`src/rtl/csr_access_ctrl.sv`:
```
// csr_access_ctrl
//   Initiator side of the CSR register-file port, sitting in the MW stage. It
//   turns each request into a sequence of single-address read or write cycles:
//   a Zicsr read-modify-write op, M-mode external-interrupt entry, or mret
//   return. The register file answers reads combinationally from csr_inaddr
//   and commits writes on the clock edge when csr_reg_wrMW is high.
//
//   Requests accepted in IDLE, one per cycle, priority irq > mret > op.
//
// Ports
//   clk, reset              clock, synchronous active-high reset
//   op_valid/op_ready       CSR instruction handshake
//   op_funct3/op_addr       Zicsr op kind and CSR address
//   op_src/op_src_zero      operand (rs1 or zimm) and its "field is zero" flag
//   op_done/op_rd_data      1-cycle completion pulse with the old CSR value
//   irq_req/trap_pc         level external interrupt, PC saved into mepc
//   irq_ack                 1-cycle pulse when the trap is taken
//   mret_req                mret in MW, held until redirect_valid
//   redirect_valid/_pc      1-cycle fetch redirect and its target
//   csr_inaddr/csr_wdata    register-file address and write data
//   csr_reg_rdMW/_wrMW      register-file read and write strobes
//   csr_rdata               combinational register-file read data
//
// Configuration
//   CSR_VECTORED_EN  when defined, mtvec mode 01 vectors the external
//                    interrupt to base + 4*IRQ_CODE; otherwise the mode bits
//                    are ignored and the target is always the base.

module csr_access_ctrl #(
    parameter int unsigned XLEN     = 32,
    parameter int unsigned IRQ_CODE = 11,
    parameter int unsigned MEIE_BIT = 11
) (
    input  logic            clk,
    input  logic            reset,
    input  logic            op_valid,
    output logic            op_ready,
    input  logic [2:0]      op_funct3,
    input  logic [11:0]     op_addr,
    input  logic [XLEN-1:0] op_src,
    input  logic            op_src_zero,
    output logic            op_done,
    output logic [XLEN-1:0] op_rd_data,
    input  logic            irq_req,
    input  logic [XLEN-1:0] trap_pc,
    output logic            irq_ack,
    input  logic            mret_req,
    output logic            redirect_valid,
    output logic [XLEN-1:0] redirect_pc,
    output logic [XLEN-1:0] csr_inaddr,
    output logic [XLEN-1:0] csr_wdata,
    output logic            csr_reg_rdMW,
    output logic            csr_reg_wrMW,
    input  logic [XLEN-1:0] csr_rdata
);

    localparam logic [11:0] A_MSTATUS = 12'h300;
    localparam logic [11:0] A_MIE     = 12'h304;
    localparam logic [11:0] A_MTVEC   = 12'h305;
    localparam logic [11:0] A_MEPC    = 12'h341;
    localparam logic [11:0] A_MCAUSE  = 12'h342;

    typedef enum logic [3:0] {
        S_IDLE,
        S_OP_RD,
        S_OP_WR,
        S_CHK_MS,
        S_CHK_IE,
        S_WR_EPC,
        S_WR_CAUSE,
        S_WR_MS,
        S_RD_VEC,
        S_MR_EPC,
        S_MR_MS,
        S_MR_WR
    } state_t;

    state_t          state;

    logic [XLEN-1:0] addr_q;
    logic [XLEN-1:0] wdata_q;
    logic [XLEN-1:0] rd_data_q;
    logic [XLEN-1:0] src_q;
    logic [XLEN-1:0] pc_q;
    logic [XLEN-1:0] ms_q;
    logic [XLEN-1:0] epc_q;
    logic [XLEN-1:0] rdpc_q;
    logic [1:0]      f3_q;
    logic            zero_q;
    logic            rd_q;
    logic            wr_q;
    logic            done_q;
    logic            ack_q;
    logic            rdir_q;
    logic            skip_irq;   // last IDLE exit was a failed enable check

    logic            irq_elig;
    logic            op_wr_en;
    logic [XLEN-1:0] op_new;
    logic [XLEN-1:0] ms_trap;
    logic [XLEN-1:0] ms_mret;
    logic [XLEN-1:0] vec_base;
    logic [XLEN-1:0] vec_target;
    logic [XLEN-1:0] epc_aligned;
    logic [XLEN-1:0] cause_val;

    // funct3[2] only selects rs1 vs zimm, already resolved into op_src;
    // mepc is always word aligned, so the low trap_pc bits are dropped.
    logic            unused_bits;
    assign unused_bits = &{1'b0, op_funct3[2], pc_q[1:0]};

    function automatic logic [XLEN-1:0] zext12(input logic [11:0] a);
        return {{(XLEN-12){1'b0}}, a};
    endfunction

    always_comb begin
        irq_elig    = irq_req & ~skip_irq;
        op_wr_en    = ~(f3_q[1] & zero_q);

        // csr_rdata holds the old value of op_addr while in S_OP_RD
        case (f3_q)
            2'b10:   op_new = csr_rdata | src_q;
            2'b11:   op_new = csr_rdata & ~src_q;
            default: op_new = src_q;
        endcase

        ms_trap     = ms_q;
        ms_trap[7]  = ms_q[3];
        ms_trap[3]  = 1'b0;

        ms_mret     = csr_rdata;
        ms_mret[3]  = csr_rdata[7];
        ms_mret[7]  = 1'b1;

        epc_aligned = {pc_q[XLEN-1:2], 2'b00};
        cause_val   = {1'b1, (XLEN-1)'(IRQ_CODE)};

        vec_base    = {csr_rdata[XLEN-1:2], 2'b00};
        vec_target  = vec_base;
`ifdef CSR_VECTORED_EN
        if (csr_rdata[1:0] == 2'b01)
            vec_target = vec_base + XLEN'(4 * IRQ_CODE);
`endif
    end

    always_ff @(posedge clk) begin
        if (reset) begin
            state     <= S_IDLE;
            addr_q    <= '0;
            wdata_q   <= '0;
            rd_data_q <= '0;
            src_q     <= '0;
            pc_q      <= '0;
            ms_q      <= '0;
            epc_q     <= '0;
            rdpc_q    <= '0;
            f3_q      <= '0;
            zero_q    <= 1'b0;
            rd_q      <= 1'b0;
            wr_q      <= 1'b0;
            done_q    <= 1'b0;
            ack_q     <= 1'b0;
            rdir_q    <= 1'b0;
            skip_irq  <= 1'b0;
        end else begin
            rd_q   <= 1'b0;
            wr_q   <= 1'b0;
            done_q <= 1'b0;
            ack_q  <= 1'b0;
            rdir_q <= 1'b0;

            // Strobes and addresses are registered for the state being entered,
            // so each case sets up the bus cycle of its successor.
            case (state)
                S_IDLE: begin
                    if (irq_elig) begin
                        state    <= S_CHK_MS;
                        pc_q     <= trap_pc;
                        addr_q   <= zext12(A_MSTATUS);
                        rd_q     <= 1'b1;
                        skip_irq <= 1'b0;
                    end else if (mret_req) begin
                        state    <= S_MR_EPC;
                        addr_q   <= zext12(A_MEPC);
                        rd_q     <= 1'b1;
                        skip_irq <= 1'b0;
                    end else if (op_valid) begin
                        state    <= S_OP_RD;
                        f3_q     <= op_funct3[1:0];
                        src_q    <= op_src;
                        zero_q   <= op_src_zero;
                        addr_q   <= zext12(op_addr);
                        rd_q     <= 1'b1;
                        skip_irq <= 1'b0;
                    end
                end

                S_OP_RD: begin
                    state     <= S_OP_WR;
                    rd_data_q <= csr_rdata;
                    wdata_q   <= op_new;
                    // a suppressed write still keeps the bus busy with a read
                    wr_q      <= op_wr_en;
                    rd_q      <= ~op_wr_en;
                    done_q    <= 1'b1;
                end

                S_OP_WR: state <= S_IDLE;

                S_CHK_MS: begin
                    state  <= S_CHK_IE;
                    ms_q   <= csr_rdata;
                    addr_q <= zext12(A_MIE);
                    rd_q   <= 1'b1;
                end

                S_CHK_IE: begin
                    if (ms_q[3] & csr_rdata[MEIE_BIT]) begin
                        state   <= S_WR_EPC;
                        addr_q  <= zext12(A_MEPC);
                        wdata_q <= epc_aligned;
                        wr_q    <= 1'b1;
                    end else begin
                        state    <= S_IDLE;
                        skip_irq <= 1'b1;
                    end
                end

                S_WR_EPC: begin
                    state   <= S_WR_CAUSE;
                    addr_q  <= zext12(A_MCAUSE);
                    wdata_q <= cause_val;
                    wr_q    <= 1'b1;
                end

                S_WR_CAUSE: begin
                    state   <= S_WR_MS;
                    addr_q  <= zext12(A_MSTATUS);
                    wdata_q <= ms_trap;
                    wr_q    <= 1'b1;
                end

                S_WR_MS: begin
                    state  <= S_RD_VEC;
                    addr_q <= zext12(A_MTVEC);
                    rd_q   <= 1'b1;
                    ack_q  <= 1'b1;
                    rdir_q <= 1'b1;
                end

                S_RD_VEC: state <= S_IDLE;

                S_MR_EPC: begin
                    state  <= S_MR_MS;
                    epc_q  <= csr_rdata;
                    addr_q <= zext12(A_MSTATUS);
                    rd_q   <= 1'b1;
                end

                S_MR_MS: begin
                    state   <= S_MR_WR;
                    ms_q    <= csr_rdata;
                    wdata_q <= ms_mret;
                    wr_q    <= 1'b1;
                    rdir_q  <= 1'b1;
                    rdpc_q  <= epc_q;
                end

                S_MR_WR: state <= S_IDLE;

                default: state <= S_IDLE;
            endcase
        end
    end

    assign op_ready       = (state == S_IDLE) & ~reset & ~irq_elig & ~mret_req;
    assign csr_inaddr     = addr_q;
    assign csr_wdata      = wdata_q;
    // reset kills the strobe of the cycle it arrives in, not just the next one
    assign csr_reg_rdMW   = rd_q & ~reset;
    assign csr_reg_wrMW   = wr_q & ~reset;
    assign op_done        = done_q & ~reset;
    assign op_rd_data     = rd_data_q;
    assign irq_ack        = ack_q & ~reset;
    assign redirect_valid = rdir_q & ~reset;
    // the vector target depends on mtvec read in the same cycle
    assign redirect_pc    = (state == S_RD_VEC) ? vec_target : rdpc_q;

endmodule

```
`config.mk`:
```
export PLATFORM = sky130hd
export DESIGN_NAME = csr_access_ctrl
export DESIGN_NICKNAME = d
export VERILOG_FILES = /design/src/rtl/csr_access_ctrl.sv
export SDC_FILE = /design/constraint.sdc
export NUM_CORES = 1
export LEC_CHECK = 0
export BUFFER_PORTS_ARGS = -buffer_cell sky130_fd_sc_hd__buf_2
export CAP_MARGIN = 10
export CELL_PAD_IN_SITES_DETAIL_PLACEMENT = 0
export CELL_PAD_IN_SITES_GLOBAL_PLACEMENT = 1
export CORE_MARGIN = 2
export CORE_UTILIZATION = 40
export CTS_BUF_LIST = sky130_fd_sc_hd__clkbuf_8
export DETAILED_ROUTE_END_ITERATION = 10
export GPL_TIMING_DRIVEN = 0
export PLACE_DENSITY = 0.82
export SLEW_MARGIN = 30
export SYNTH_ARGS = -nofsm -noshare
export SYNTH_HDL_FRONTEND = slang
export SYNTH_SLANG_ARGS = --single-unit
```
`constraint.sdc`:
```
create_clock -name clk -period 2.14 [get_ports clk]
set_input_delay 0 -clock clk [delete_from_list [all_inputs] [get_ports clk]]
set_output_delay 0 -clock clk [all_outputs]
set_load 0.01 [all_outputs]
```
== After elaboration in Yosys (flattened, before gate mapping) ==
Cells that the tools add are included.
Storage, ports and cells
  flip-flop bits (word level): 269
  bits in latches: 0
  memory bits (writable): 0
  ROM bits: 0
  input port bits: 117
  output and inout port bits: 134
  word-level logic and storage cells: 92
  memories kept: 0
Cells by class
  $add $sub $neg: 0
  multiply operators: 0
  div/mod/pow operators: 0
  order comparisons: 0
  equal/unequal tests: 14
  shift operators: 0
  muxes and demuxes: 28
  bitwise gates (word level): 19
  reduce and logical (&&, ||, !) cells: 14
Operator list (number)
  two-way mux 32 bit: 6
  case mux 32 bit (6 select lines): 1
  case mux 32 bit (5 select lines): 1
  case mux 32 bit (2 select lines): 1
  case mux 4 bit (9 select lines): 1
  bitwise AND 32 bit: 1
  NOT 32 bit: 1
  bitwise OR 32 bit: 1
  equality test 4 x 3 -> 1 bit (second input constant): 4
  equality test 4 bit (second input constant): 3
  two-way mux 4 bit: 3
  bitwise AND 1 bit: 11
  two-way mux 1 bit: 11
  case mux 1 bit (3 select lines): 2
  AND reduction 3 bit: 2
  nonzero test 6 bit: 1
  OR reduction 2 bit: 3
  OR reduction 3 bit: 2
  NOT 1 bit: 5
  nonzero test 5 bit: 1
  equality test 2 bit (second input constant): 2
  equality test 4 x 1 -> 1 bit (second input constant): 1
  equality test 4 x 2 -> 1 bit (second input constant): 1
  logical NOT 4 bit: 1
  other kinds (7): 9

== Longest topological paths before layout ==
Gate-level depths: netlist of the first run.
  word-level depth: 5
  depth in mapped cells: 8
  depth with buffers taken out: 5

== Worst setup path after synthesis of the first run ==
No wires, ideal clock.
  kind: register -> register
  start: register state[1]
  end: register addr_q[8], in the netlist csr_inaddr[8]
  arrival time: 1.746 ns
  data required time: 2.008 ns
  slack: 0.263 ns
  cell stages (with the launch flop): 8
  path buffers: 3
  clock period less this slack: 1.877 ns
  path through: dfxtp_1 -> or4_1 -> buf_2 -> or3_1 -> buf_4 -> buf_6 -> nor2_1 -> nor3_1
On the way
  cells in the longest elaborated chain, start to end: 4
  elaborated cells between the ends (all ways): 13
  classes of those cells: 8 x eq/ne; 1 x mux; 4 x reduce/logical
RTL lines
  start, declared: line 78  | state_t state;
  start signal, assigned: line 148  | state <= S_IDLE;
  start signal, assigned: line 177  | state <= S_CHK_MS;
  start signal, assigned: line 183  | state <= S_MR_EPC;
  equality test 4 bit or equality test 4 x 3 -> 1 bit (tied branches): line 174  | case (state)
  OR reduction 2 bit (no line)
  nonzero test 6 bit (no line)
  AND reduction 3 bit (no line)
  end signal, assigned: line 179  | addr_q <= zext12(A_MSTATUS);
  end signal, assigned: line 184  | addr_q <= zext12(A_MEPC);
  end signal, assigned: line 192  | addr_q <= zext12(op_addr);
  end, declared: line 80  | logic [XLEN-1:0] addr_q;
Several ways; a longest one is shown, not always the timed one.
A chain may end at the register's enable or synchronous reset.

== Worst setup path in the final report of the first run ==
  start: register state[2]
  end: output redirect_pc[7]
On the way
  cells in the longest elaborated chain, start to end: 2
RTL lines
  equality test 4 bit: line 287  | assign redirect_pc = (state == S_RD_VEC) ? vec_target : rdpc_q;
  two-way mux 32 bit: line 287
  end, declared: line 49  | output logic [XLEN-1:0] redirect_pc,
No other way between the ends.

==> reports/qor.csv, run 1 <==
metric;value;unit
grt_max_degree;11;
routabilityCongestion;0.9237;
power_leakage;0.006007;µW
wl_met1;17880;µm
io_pins;251;
dieArea;0.02776;mm²
whs_endpoint;ms_q[11];
dp_hpwl;28920;µm
critPathMaxStageDelay;0.35;ns
final_nets;1905;
synth_compound_area_frac;0.2211;
clkSlewWorstSetupHoldPaths;0.06;ns
track_usage;0.2880;
portBuffers;225;
syn_to_final_growth;40.21;%
ys_types;52;
rsz0062_at_grt;true;
arrival;2.22;ns
hold_viol_final;0;
holdPathStages;3;
path_delay_family;buffers and inverters;
multi_input_area;0.005300;mm²
top_layer;met4;
mostFrequentLayoutCells;nand2_1 (460), a21oi_1 (247), dfxtp_1 (242), buf_2 (213), dlygate4sd3_1 (109);
fin_crit_sh;1.037;
crit_buf_inv;5;
n_fill_cell;2499;
min_path_type;in -> reg;
irDropWorstVdd;0.0005188;V
cts_sinks;246;
rows;59;
holdWs;0.03791;ns
die_x;166.6;µm
grt_pass1_wl;62640;µm
cts.path.max_buffers;3;
violations;negative setup slack;
cts_inserted_buffers;43;
slowest_stage;dfxtp_4;
finalPower;14860;µW
root_buffer;clkbuf_8;
drv_cap;0;
finClkSkew;0.02409;ns
die_h;166.6;µm
crit_type;reg -> out;
ys_warn_count;0;
antenna_cells;0;
firstDrtPassIters;6;
routed-wl-met2;18780;µm
outcome;complete, but fails checks;
ys_seq_elements;246;
regArea;0.004935;mm²
wl;41370;µm
initialDrtViolationCount;883;
synth-seq-area-share;0.4655;
initial_core_util;0.4071;
cts-htree-levels;2;
mostFrequentLayoutCell;nand2_1;
rr_startpoint;state[2];
power_density;1002;mW/mm²
wl_per_cell;19.26;µm
synth_area;0.01058;mm²
insertion_delay;0.55;ns
drc;0;
avgSynthCellArea;7.705;µm²
cp_common_cell;buf_6;
syn_inst;1373;
synth-edff-count;0;
tns;-0.7719;ns
setup_violations;11;
slew_headroom;0.4034;
synth-adder-area-share;0;
r2r_slack;0.03;ns
worstPathMaxFanout;5;
antenna_found_initial;0;
finalMaxSlewViolations;0;
dp_slack;-0.6327;ns
startpoint_type;flip-flop;
critical_path_required;2.14;ns
coreArea;0.02598;mm²
finalCriticalPeriod;2.218;ns
fmax;0.4508;GHz
cts_tree;done;
path_cells;buf_6 > or2_4 > nor2_4 > buf_6 > buf_12 > buf_8 > mux2_4 > buf_6;
worst_slack;-0.07833;ns
synth_xor_area_frac;0;
via_per_inst;5.294;
synth_ff_type;dfxtp_1;
synth_top_family_by_area;compound AO/OA/AOI/OAI gates;
hold_path_startpoint;csr_rdata[11];
reg2reg_to;csr_wdata[27];
dr_wl_met3;3117;µm
gr-total-overflow;0;
drive_above_1_share;0.2438;
r2r_cells;9;
num_vias;11370;
synthArstFlopShare;0;
worstMarginPinSlew;0.8948;ns
synth.area.mux_share;0.03726;
ant_nets;0;
grt_pass1_vias;10890;
cp-end-kind;output pin;
yosys.area_share.simple;0.2155;
[where the power goes]
group	leakage (µW)	internal (µW)	switching, µW
clock	0.000462	2150	1910
combinational	0.00355	2080	3170
sequential	0.00200	5160	391
total	0.00601	9390	5470
[cell type report]
class	count	share of cell area
multi-input combinational	1014	0.3573
sequential	246	0.3327
timing repair buffer	357	0.1825
buffer	122	0.04580
clock buffer	48	0.04454
tap	335	0.02826
clock inverter	22	0.007845
inverter	4	0.001012
[worst max path at each step]
stage | start | end | slack [ns] | depth (start not counted)
final | state[2] | redirect_pc[7] | -0.08 | 8
after global routing | state[2] | redirect_pc[7] | -0.13 | 8
after CTS | state[2] | redirect_pc[4] | -0.09 | 8
after detailed placement | state[1] | csr_wdata[6] | -0.63 | 6
after global placement | state[3] | csr_wdata[6] | -0.60 | 7
after floorplan | state[1] | csr_inaddr[8] | 0.26 | 7
[metal layers]
metal / vias up / global-route usage
met5: - / 0
met4: 0 / 0.1192
met3: 86 / 0.04824
met2: 501 / 0.4625
met1: 5320 / 0.3854
li1: 5465 / -
[registers in the layout, indices dropped and copies added (netlist names)]
name        cells
zero_q          1
rd_q            1
csr_inaddr     12
csr_wdata      32
done_q          1
src_q          32
ack_q           1
skip_irq        1
rdir_q          1
rdpc_q         32
wr_q            1
ms_q           31
f3_q            2
op_rd_data     32
state           4
epc_q          32
pc_q           30
[worst min-delay path, stage by stage]
cell	delay, ns
clkbuf_1	0.32
nand2_1	0.15
a21oi_1	0.06
[timing repair]
action	in CTS	in global routing
hold buffers	109	0
buffers inserted	19	2
setup endpoints to repair	197	193
resized for setup	130	33
pin swaps	4	3
cloned	2	2
endpoints found under the hold margin	177	0
[logic make-up after synthesis]
group / count (synthesis)
simple gates: 562
buf+inv: 132
other cells: 1
compound gates: 397
flops: 246
mux: 35
[cells in the mapped netlist (all sizes together) (2+ instances only)]
cell type / count / area (µm²)
a21oi: 253 / 1274
o211ai: 17 / 127.6
a21o: 6 / 45.04
inv: 4 / 15.01
nor2b: 17 / 106.4
o221a: 2 / 22.52
a22o: 4 / 35.03
o221ai: 2 / 17.52
or3: 2 / 12.51
nand2b: 11 / 68.82
a32o: 20 / 200.2
nand3: 12 / 60.06
a211oi: 9 / 72.57
o211a: 2 / 20.02
dfxtp: 246 / 4925
a222oi: 4 / 40.04
a32oi: 4 / 35.03
nor3: 13 / 86.34
a22oi: 17 / 127.6
buf: 57 / 356.6
or2: 2 / 12.52
a2bb2oi: 3 / 26.28
nand2: 460 / 1727
clkbuf: 71 / 266.5
o21bai: 2 / 15.01
o21ai: 43 / 215.2
mux2: 35 / 394.1
a31oi: 4 / 25.02
nor2: 38 / 145.1
[metrics by stage]
stage,instances,area (µm²),util
6_report,2148,14830,0.5708
5_1_grt,2148,14830,0.5708
4_1_cts,2150,14800,0.5695
3_5_place_dp,1952,12200,0.4693
3_3_place_gp,1952,12200,0.4693
2_1_floorplan,1392,10650,-
(Power assumes the default switching activity.)
==> run 2: changes to the inputs <==
TNS_END_PERCENT = 1   (was not set)
==> reports/qor.csv, run 2 (synthesis results as in run 1) <==
metric;value;unit;change
r2r_slack;-0.05;ns;-0.08 ns
drv_cap;0;;unchanged
holdPathStages;5;;+2
worstPathMaxFanout;5;;unchanged
wl_per_cell;19.14;µm;-0.59%
outcome;complete, but fails checks;;
drive_above_1_share;0.2358;;-0.008013
power_density;1005;mW/mm²;+0.33%
cts-htree-levels;2;;unchanged
irDropWorstVdd;0.0005162;V;-0.50%
fin_crit_sh;1.041;;+0.004704
rsz0062_at_grt;true;;
rows;59;;unchanged
die_x;166.6;µm;unchanged
path_cells;buf_6 > or2_4 > nor2_4 > buf_6 > buf_12 > buf_8 > mux2_4 > buf_6;;
initial_core_util;0.4071;;unchanged
cts_tree;done;;
power_leakage;0.005958;µW;-0.81%
finalPower;14830;µW;-0.20%
wl;41080;µm;-0.69%
grt_pass1_wl;62610;µm;about the same
violations;negative setup slack;;
track_usage;0.2878;;about the same
insertion_delay;0.55;ns;about the same
cts_sinks;246;;unchanged
finalNonFillerCells;2146;;-0.093%
r2r_cells;8;;-1
portBuffers;225;;unchanged
worst-path-stages;8;;unchanged
arrival;2.23;ns;about the same
slew_headroom;0.4297;;+0.02621
dp_hpwl;28920;µm;unchanged
setup_violations;68;;+57
worst_slack;-0.08840;ns;-0.01007 ns
routabilityCongestion;0.9237;;unchanged
holdWs;0.04411;ns;+0.006203 ns
stdcell_area;0.01475;mm²;-0.53%
cts.path.max_buffers;3;;unchanged
syn_to_final_growth;39.47;%;
dp_cells;1952;;unchanged
num_vias;11320;;-0.46%
critical_path_required;2.14;ns;about the same
startpoint_type;flip-flop;;
critPathMaxStageDelay;0.35;ns;about the same
final_nets;1903;;-0.10%
cp_common_cell;buf_6;;
mostFrequentLayoutCell;nand2_1;;
dieArea;0.02776;mm²;unchanged
initialDrtViolationCount;882;;-0.11%
antenna_found_initial;0;;unchanged
path_delay_family;buffers and inverters;;
clkSlewWorstSetupHoldPaths;0.06;ns;about the same
finalCriticalPeriod;2.228;ns;+0.01007 ns
fmax;0.4488;GHz;-0.45%
root_buffer;clkbuf_8;;
finClkSkew;0.01932;ns;-0.004770 ns
cp-end-kind;output pin;;
grt_max_degree;11;;unchanged
firstDrtPassIters;5;;-1
finalMaxSlewViolations;0;;unchanged
grt_pass1_vias;10850;;-0.41%
crit_type;reg -> out;;
hold_viol_final;0;;unchanged
via_per_inst;5.275;;-0.36%
io_pins;251;;unchanged
coreArea;0.02598;mm²;unchanged
min_path_type;in -> reg;;
ant_nets;0;;unchanged
antenna_cells;0;;unchanged
mostFrequentLayoutCells;nand2_1 (460), a21oi_1 (251), dfxtp_1 (242), buf_2 (216), dlygate4sd3_1 (109);;
tns;-2.415;ns;-1.643 ns
crit_buf_inv;5;;unchanged
slowest_stage;dfxtp_4;;
worstMarginPinSlew;0.8555;ns;-0.03931 ns
gr-total-overflow;0;;unchanged
post_dp_cell_area;0.01220;mm²;unchanged
drc;0;;unchanged
die_h;166.6;µm;unchanged
cts_inserted_buffers;43;;unchanged
[run 2: cell count changes in the layout (fill, tap and decap cells not counted), moves of 2 or more]
cell	delta
clkbuf_16	-2
buf_8	+2
buf_4	-5
clkbuf_1	+5
buf_6	-2
a21oi_2	-4
clkbuf_2	-3
buf_2	+3
a21oi_1	+4
[run 2: final timing paths]
path	from	endpoint
setup / recovery	state[2]	redirect_pc[7]
hold / removal	op_addr[6]	csr_inaddr[6]
setup reg to reg	state[2]	f3_q[1]
hold reg to reg	csr_inaddr[4]	csr_inaddr[4]
[run 2: per-stage QoR]
step | setup WS (ns) | util
CTS | -0.1156 | 0.5663
finish | -0.08840 | 0.5678
detailed placement | -0.6327 | 0.4693
global placement | -0.5998 | 0.4693
global route | -0.1391 | 0.5678
floorplan | 0.2627 | -
[run 2: area by class of cell]
cell class / count / area (µm²)
inverter: 4 / 15.01
timing repair buffer: 350 / 2597
clock buffer: 48 / 660.6
fill: 2492 / 11230
buffer: 127 / 724.4
clock inverter: 22 / 116.4
multi-input combinational: 1014 / 5284
sequential: 246 / 4937
tap: 335 / 419.2
[run 2: repair_timing]
action,in CTS,in global routing
setup endpoints to repair,197,234
pin swaps,3,2
hold endpoints to repair,177,0
gates resized for setup,114,36
setup buffers,14,0
hold buffers,109,0
gates cloned,2,1
[run 2: metal layers]
layer | wire length, µm | vias up | track usage
met4 | 1502 | 0 | 0.1143
li1 | - | 5457 | -
met1 | 17640 | 5280 | 0.3850
met2 | 18690 | 503 | 0.4635
met5 | 0 | - | 0
met3 | 3242 | 80 | 0.04967
[run 2: worst reg2reg max path, cell delays in order (launching register included)]
cell,delay [ns]
dfxtp_4,0.35
buf_4,0.15
or4_1,0.53
buf_6,0.16
or3_4,0.40
buf_12,0.17
buf_8,0.15
nand2_1,0.07
a21oi_1,0.07
[run 2: where the power goes]
| group | switching (µW) | leakage [µW] | internal [µW] |
|---|---|---|---|
| logic | 3170 | 0.00350 | 2070 |
| registers | 385 | 0.00200 | 5170 |
| clock network | 1900 | 0.000462 | 2150 |
| total | 5450 | 0.00596 | 9380 |
